### config.mk
export PLATFORM = sky130hd
export DESIGN_NAME = alu_result_stage
export DESIGN_NICKNAME = d
export VERILOG_FILES = /design/src/rtl/alu_result_stage_pkg.sv /design/src/rtl/alu_result_stage_sat.sv /design/src/rtl/alu_result_stage.sv
export SDC_FILE = /design/constraint.sdc
export NUM_CORES = 1
export LEC_CHECK = 0
export ABC_AREA = 1
export CAP_MARGIN = 30
export CORE_MARGIN = 3
export CORE_UTILIZATION = 54
export CTS_CLUSTER_SIZE = 30
export DETAILED_ROUTE_END_ITERATION = 10
export PLACE_DENSITY_LB_ADDON = 0.05
export SLEW_MARGIN = 20
export SYNTH_ARGS = -nofsm -noshare
export SYNTH_HDL_FRONTEND = slang
export SYNTH_SLANG_ARGS = --single-unit
### constraint.sdc
create_clock -name clk -period 3.5 [get_ports clk]
set_clock_uncertainty 0.15 [all_clocks]
set_input_delay 0.7 -clock clk [delete_from_list [all_inputs] [get_ports clk]]
set_output_delay 0.7 -clock clk [all_outputs]
set_load 0.03 [all_outputs]
### src/rtl/alu_result_stage_pkg.sv
// Shared ALU definitions: opcodes, saturation limits and the buffered entry layout.
`default_nettype none

package alu_pkg;

  localparam logic [1:0] OP_ADD = 2'b00;
  localparam logic [1:0] OP_SUB = 2'b01;
  localparam logic [1:0] OP_AND = 2'b10;
  localparam logic [1:0] OP_OR  = 2'b11;

  localparam int DATA_W  = 8;
  localparam int FLAG_W  = 4;
  localparam int ENTRY_W = DATA_W + FLAG_W;

  localparam logic [DATA_W-1:0] SAT_POS = 8'h7F;
  localparam logic [DATA_W-1:0] SAT_NEG = 8'h80;

  typedef struct packed {
    logic [DATA_W-1:0] result;
    logic              zero;
    logic              carry;
    logic              overflow;
    logic              sat;
  } entry_t;

  function automatic logic is_arith(input logic [1:0] op);
    return (op == OP_ADD) || (op == OP_SUB);
  endfunction

endpackage

`default_nettype wire

### src/rtl/alu_result_stage_sat.sv
// alu_sat: signed saturation of overflowing ADD/SUB results plus zero-flag recompute.
`default_nettype none

module alu_sat
  import alu_pkg::*;
#(
  parameter int W      = 8,
  parameter bit SAT_EN = 1'b1
) (
  input  logic [1:0]   opcode_i,
  input  logic [W-1:0] result_i,
  input  logic         overflow_i,
  output logic [W-1:0] result_o,
  output logic         zero_o,
  output logic         sat_o
);

  localparam logic [W-1:0] c_sat_pos = {1'b0, {(W-1){1'b1}}};
  localparam logic [W-1:0] c_sat_neg = {1'b1, {(W-1){1'b0}}};

  always_comb begin
    sat_o    = SAT_EN && is_arith(opcode_i) && overflow_i;
    result_o = result_i;
    // A wrapped-negative sign bit means the true result overflowed positive.
    if (sat_o) begin
      result_o = result_i[W-1] ? c_sat_pos : c_sat_neg;
    end
    zero_o = (result_o == '0);
  end

endmodule

`default_nettype wire

### src/rtl/alu_result_stage.sv
// alu_result_stage: 2-entry registered output buffer for the ALU with saturation and sticky status.
`default_nettype none

module alu_result_stage
  import alu_pkg::*;
#(
  parameter bit SAT_EN = 1'b1,
  parameter int CNT_W  = 8
) (
  input  logic             clk,
  input  logic             rst_n,
  input  logic             in_valid,
  output logic             in_ready,
  input  logic [1:0]       in_opcode,
  input  logic [7:0]       in_result,
  input  logic             in_zero,
  input  logic             in_carry,
  input  logic             in_overflow,
  output logic             out_valid,
  input  logic             out_ready,
  output logic [7:0]       out_result,
  output logic             out_zero,
  output logic             out_carry,
  output logic             out_overflow,
  output logic             out_sat,
  input  logic             clr_sticky,
  output logic             sticky_carry,
  output logic             sticky_ovf,
  output logic [CNT_W-1:0] ovf_count
);

  localparam logic [CNT_W-1:0] c_cnt_max = {CNT_W{1'b1}};

  entry_t           mem_q [2];
  logic             wr_ptr_q, rd_ptr_q;
  logic [1:0]       count_q, count_d;
  logic             in_ready_q;
  logic             sticky_carry_q, sticky_carry_d;
  logic             sticky_ovf_q, sticky_ovf_d;
  logic [CNT_W-1:0] ovf_count_q, ovf_count_d;

  logic             w_push, w_pop;
  logic [7:0]       w_sat_result;
  logic             w_sat_zero, w_sat_flag;
  entry_t           w_new, w_head;

  alu_sat #(
    .W      (DATA_W),
    .SAT_EN (SAT_EN)
  ) u_sat (
    .opcode_i   (in_opcode),
    .result_i   (in_result),
    .overflow_i (in_overflow),
    .result_o   (w_sat_result),
    .zero_o     (w_sat_zero),
    .sat_o      (w_sat_flag)
  );

  // in_zero is dropped: the stored zero flag must reflect the saturated value.
  assign w_new = '{result: w_sat_result, zero: w_sat_zero, carry: in_carry,
                   overflow: in_overflow, sat: w_sat_flag};

  assign w_push = in_valid & in_ready_q;
  assign w_pop  = (count_q != 2'd0) & out_ready;

  always_comb begin
    count_d = count_q;
    case ({w_push, w_pop})
      2'b10:   count_d = count_q + 2'd1;
      2'b01:   count_d = count_q - 2'd1;
      default: count_d = count_q;
    endcase
  end

  // A coinciding push overrides the clear so its event is not lost.
  always_comb begin
    sticky_carry_d = clr_sticky ? 1'b0 : sticky_carry_q;
    sticky_ovf_d   = clr_sticky ? 1'b0 : sticky_ovf_q;
    ovf_count_d    = clr_sticky ? '0 : ovf_count_q;
    if (w_push) begin
      sticky_carry_d = sticky_carry_d | in_carry;
      sticky_ovf_d   = sticky_ovf_d | in_overflow;
      if (in_overflow && (ovf_count_d != c_cnt_max)) begin
        ovf_count_d = ovf_count_d + CNT_W'(1);
      end
    end
  end

  always_ff @(posedge clk or negedge rst_n) begin
    if (!rst_n) begin
      for (int i = 0; i < 2; i++) begin
        mem_q[i] <= '0;
      end
      wr_ptr_q       <= 1'b0;
      rd_ptr_q       <= 1'b0;
      count_q        <= 2'd0;
      in_ready_q     <= 1'b1;
      sticky_carry_q <= 1'b0;
      sticky_ovf_q   <= 1'b0;
      ovf_count_q    <= '0;
    end else begin
      if (w_push) begin
        mem_q[wr_ptr_q] <= w_new;
        wr_ptr_q        <= ~wr_ptr_q;
      end
      if (w_pop) begin
        rd_ptr_q <= ~rd_ptr_q;
      end
      count_q        <= count_d;
      in_ready_q     <= (count_d != 2'd2);
      sticky_carry_q <= sticky_carry_d;
      sticky_ovf_q   <= sticky_ovf_d;
      ovf_count_q    <= ovf_count_d;
    end
  end

  assign w_head       = mem_q[rd_ptr_q];
  assign in_ready     = in_ready_q;
  assign out_valid    = (count_q != 2'd0);
  assign out_result   = w_head.result;
  assign out_zero     = w_head.zero;
  assign out_carry    = w_head.carry;
  assign out_overflow = w_head.overflow;
  assign out_sat      = w_head.sat;
  assign sticky_carry = sticky_carry_q;
  assign sticky_ovf   = sticky_ovf_q;
  assign ovf_count    = ovf_count_q;

endmodule

`default_nettype wire

---- After elaboration in Yosys (flattened, before gate mapping) ----
Cells that the tools add are included.
storage, ports and cells
  register bits ........................... 39
  output and inout port bits .............. 24
  word-level logic and storage cells ...... 59
cells by class
  add/sub/neg operators ................... 3
  $lt $le $gt $ge ......................... 3
  eq/ne operators ......................... 5
  mux-type cells .......................... 16
  bitwise logic cells ..................... 8
  reductions and logical operators ........ 7
operators with widths
  kind                   number
  $mux W12               4
  $mux W8                5
  $bwmux W24             1
  $demux W12 S1          1
  $add A8 B1 Y8 const B  1
  $logic_not A8 Y1       1
  $ne A8 B8 Y1 const B   1
  $eq A2 B1 Y1 const B   2
  $ge A2 B2 Y1 const B   2
  $mux W1                4
  $not A1 Y2             2
  $pmux W2 S2            1
  $logic_and A1 B1 Y1    3
  $add A2 B1 Y2 const B  1
  $and A1 B1 Y1          2
  $eq A2 B2 Y1 const B   1
  $logic_not A2 Y1       1
  $lt A2 B1 Y1 const B   1
  $ne A2 B2 Y1 const B   1
  $not A1 Y1             2
  $or A1 B1 Y1           2
  $reduce_bool A2 Y1     1
  $sub A2 B1 Y2 const B  1
  $logic_or A1 B1 Y1     1

---- Logic depth before layout (Yosys ltp) ----
  depth in word-level cells ............... 6
  mapped depth ............................ 9
  mapped depth without buffers ............ 9

---- Hierarchy ----
From an unflattened synthesis, not the netlist that was laid out.
second synthesis, totals
  cells, all modules ...................... 243
  area, all modules ....................... 2052.0 um2
modules (own cells, without submodules)
  module            instances  cells an instance  area an instance (um2)
  alu_result_stage  1          216                1916.8
  alu_sat           1          27                 135.1

---- Least setup slack after synthesis ----
No wires, ideal clock.
  kind .................................... flip-flop to output port
  from .................................... register rd_ptr_q
  to ...................................... output out_result[0]
  arrival time ............................ 1186 ps
  data required time ...................... 2650 ps
  slack ................................... 1464 ps
  stages on the path, launching flop included .. 3
  path through ............................ dfrtp_1 -> buf_2 -> o21ai_0
on the way
  word-level cells in the longest chain between the ends .. 4
ends and longest elaborated chain
  what                                          RTL line                 source
  start, declared                               alu_result_stage.sv:35   logic wr_ptr_q, rd_ptr_q;
  start signal, assigned                        alu_result_stage.sv:107  rd_ptr_q <= ~rd_ptr_q;
  $not A1 Y2 (implied by the code)              alu_result_stage.sv:117  assign w_head = mem_q[rd_ptr_q];
  $mux W12 (implied by the code) (3 in series)  alu_result_stage.sv:117
  end, declared                                 alu_result_stage.sv:21   output logic [7:0] out_result,
No other way between the ends. The select of a mux whose other input is x is not followed.

---- Worst setup path after layout ----
  from .................................... register rd_ptr_q
  to ...................................... output out_overflow
on the way
  word-level cells in the longest chain between the ends .. 4
ends and longest elaborated chain
  what                                          RTL line                 source
  $not A1 Y2 (implied by the code)              alu_result_stage.sv:117
  $mux W12 (implied by the code) (3 in series)  alu_result_stage.sv:117
  end, declared                                 alu_result_stage.sv:24   output logic out_overflow,
No other way between the ends. The select of a mux whose other input is x is not followed.

==> results.md <==
- Status: complete, no violations
- Post-Syn Area: 0.00191 mm^2
- Capturing point of the worst reg2reg path: in_ready
- Postcts setup bufs: 0
- Most common cell in the netlist: nand2_1
- Die area: 0.00430 mm^2
- Cts hold-fix bufs: 0
- Switch share: 40.6%
- Switching pwr: approximately 0.76 mW
- Post-Synthesis Net Count: 260
- Synth area leader: dfrtp_1
- Worst Slack Setup Final: roughly 0.34 ns
- Post-synth EDFFs: 0
- CTS max path bufs: 2
- Fmax: about 320 MHz
- Synthesized instance count: around 240
- Die width: roughly 66 um
- Final Cycle Share: 90.4%
- Cell internal pwr: roughly 1.1 mW
- Commonest cells post-synth: nand2_1 (91), dfrtp_1 (38), inv_1 (28)
- Setup crit start: rd_ptr_q
- CP cell instances: clkinv_1, nand2_1, nand2_1, clkdlybuf4s50_1
- Number of cell rows: 20
- CP startpoint kind: register
- Fin crit period: between 3 and 4 ns
- Reg2reg setup slack: around 1.5 ns
- RSZ-0062 raised after global routing: no
- Max cap viols: 0
- DR vias: approximately 1600
- Multiplexer share of the synthesized area: 0%
- Initial DRC count: 68
- Most frequent cell on the critical path: nand2_1
- Kind of critical path: reg2out
- Share of the synthesized area in the top cell type: 49.7%
- Max incr delay on CP: between 0.7 and 0.8 ns
- ANT nets after route: 0
- CTS tree: built
- H-Tree Depth: 2
- Routability cong.: 0.806
- Clock sinks: 39
- Maximum VDD drop: 0.000495 V
- Asr flop ratio synth: between 90% and 100%
- Comb power frac: between 40 and 50%
- Worst-path maximum fanout: 18
- Register area share after synthesis: around half
- Area growth syn-to-layout: 28.0%
- Sequential Power Share: a little under 40%
- Critical Path Stages: 4
- Max Slew Vio Count: 0
- Synth Register Bits: 39
- Clk Latency, worst-skew pair: about 0.35 ns
- R2R Path Start: count_q[0]
- Diodes inserted: 0
- Kind of cell adding the most delay to the critical path: buffers and inverters
- Worst hold margin: roughly 0.12 ns
- Placed cells: about 320
- CP endpoint kind: output pin
- Core area: about 0.0032 mm^2
- Pin count of the biggest net entering global routing: 40
- Fin cells: 328
- Yosys warns: 0
- Largest family of logic cells by synthesized area: simple AND/OR/NAND/NOR gates
- NumNets Final: 302
- CTS buffer count: 5
- Compound-Gate Fraction of Synth Area: around 9.7%
- Top post-synthesis cells by area: dfrtp_1 (50%), nand2_1 (18%), inv_1 (5.5%), o21ai_0 (5.5%), o21ai_1 (3.1%)
- Wirelength per Cell: around 12 um
- Critical Path RT: between 2 and 3 ns
- Grt total ovfl: 0
- Leakage power: ~1.3 nW
- First-pass GRT wire length: 6720 um
- Worst Hold Class: in2async
- Worst slew pin tran: between 0.7 and 0.8 ns
- Die Y: approximately 66 um
- Slew headroom: about half
- Final Hold Fails: 0
- Dpl ws: 0.747 ns
- Via density: between 4 and 5
- CP endpoint: out_overflow
- Syn Area/Cell: ~7.9 um^2
- Clock power share: between 10% and 20%
- Ys flop type: dfrtp_1
- Ports: 42
- Simple-gate portion of the synthesized area: between 20 and 30%
- Starting Density: 59.8%
- First-pass detailed-route iteration total: 4
- TNS Setup: 0 ns
- P per Cell Area: approximately 760 mW/mm^2
- Buf/Inv on CP: 2
- Number of global-route vias before repair: approximately 1500
- Post-Synth XOR/XNOR Area: less than 1%
- Post-CTS sizing: 0
- Filler cells: around 260
- CTS root buf: clkbuf_4
- Worst-path clk slew: 0.12 ns
- Detail Placement HPWL: between 2000 and 3000 um
- Synth unique cells: 25
- Worst EP arrival: about 2.3 ns
- Total track usage: a little over a fifth
- Adder-Cell Fraction of Synth Area: less than 1%
- # setup viols final: 0
- DR DRC count: 0
- Number of port buffers: 39
- Share of cells above drive strength 1: between 10% and 20%
- Worst path slowest cell: dfrtp_1
- R2R depth: 8
- Total Routed Length: between 3000 and 4000 um
- Initial antenna violation count: 0
[cells by family after synthesis]
kind of cell / Yosys count
AOI/OAI and AO/OA: 37
xor gates and xnor gates: 2
adders and majority gates: 1
buffers and inverters: 41
DFF: 39
and+or+nand+nor: 121
[power groups by stage]
stage / registers (mW) / logic [mW] / clock network (mW)
after detailed placement: 0.723 / 0.834 / 0
final: 0.717 / 0.833 / 0.315
after floorplan: 0.706 / 0.537 / 0
after CTS: 0.714 / 0.840 / 0.323
after global placement: 0.718 / 0.815 / 0
after global routing: 0.740 / 0.921 / 0.347
[cells in the final DEF (no fill, tap or decap), drive strengths merged]
master,count
nand2,99
dfrtp,38
clkdlybuf4s50,38
inv,34
o21ai,33
nor2,10
nand3,7
clkbuf,7
a21oi,4
nand4,3
or2,2
clkinv,2
buf,2
xnor2,1
xor2,1
ha,1
bufinv,1
dfstp,1
[sequential cells by signal, indices dropped and copies added, names as in the netlist]
signal and count:
sticky_carry 1, count_q 2, in_ready 1, ovf_count 8
rd_ptr_q 1, sticky_ovf 1, wr_ptr_q 1, mem_q 24
[worst reg2reg max path: stages (launching register included)]
cell	delay, ns
dfrtp_1	0.42
or2_2	0.29
nand2_1	0.13
inv_1	0.06
ha_1	0.32
a21oi_1	0.11
o21ai_0	0.11
xnor2_1	0.20
nand3_1	0.10
[how the worst min path moves through the flow]
| stage | from | cells past startpoint | slack [ns] | to |
|---|---|---|---|---|
| 6_report | rst_n | 1 | 0.12 | ovf_count[4] |
| 5_1_grt | rst_n | 1 | 0.1 | rd_ptr_q |
| 4_1_cts | rst_n | 1 | 0.33 | ovf_count[5] |
| 3_5_place_dp | sticky_ovf | 2 | 0.32 | sticky_ovf |
| 3_3_place_gp | sticky_ovf | 2 | 0.31 | sticky_ovf |
| 2_1_floorplan | rst_n | 0 | 0.25 | count_q[0] |
[final cells by class]
type / instances / area [um^2] / share of cell area (%)
Clock buffer: 6 / 51.3 / 2.09
Clock inverter: 2 / 35.0 / 1.43
Inverter: 35 / 134 / 5.46
Multi-Input combinational cell: 161 / 777 / 31.7
Tap cell: 44 / 55.1 / 2.25
Timing Repair Buffer: 41 / 420 / 17.2
Sequential cell: 39 / 977 / 39.9
[per-stage QoR]
stage	area [um^2]	utilization, %	power, mW
floorplan	1910	-	1.24
global placement	2340	72.9	1.53
detailed placement	2340	72.9	1.56
CTS	2420	75.6	1.88
global route	2450	76.5	2.01
finish	2450	76.5	1.86
[routing by layer]
metal | routed length [um] | GRT usage (%) | part of all wire [%]
met1 | 1790 | 27.1 | 47
met2 | 1750 | 31.7 | 46
met3 | 224 | 8.03 | 5.9
met4 | 63 | 9.59 | 1.6
met5 | 0 | 0 | 0
No activity file was read; power rests on OpenSTA's default activity.
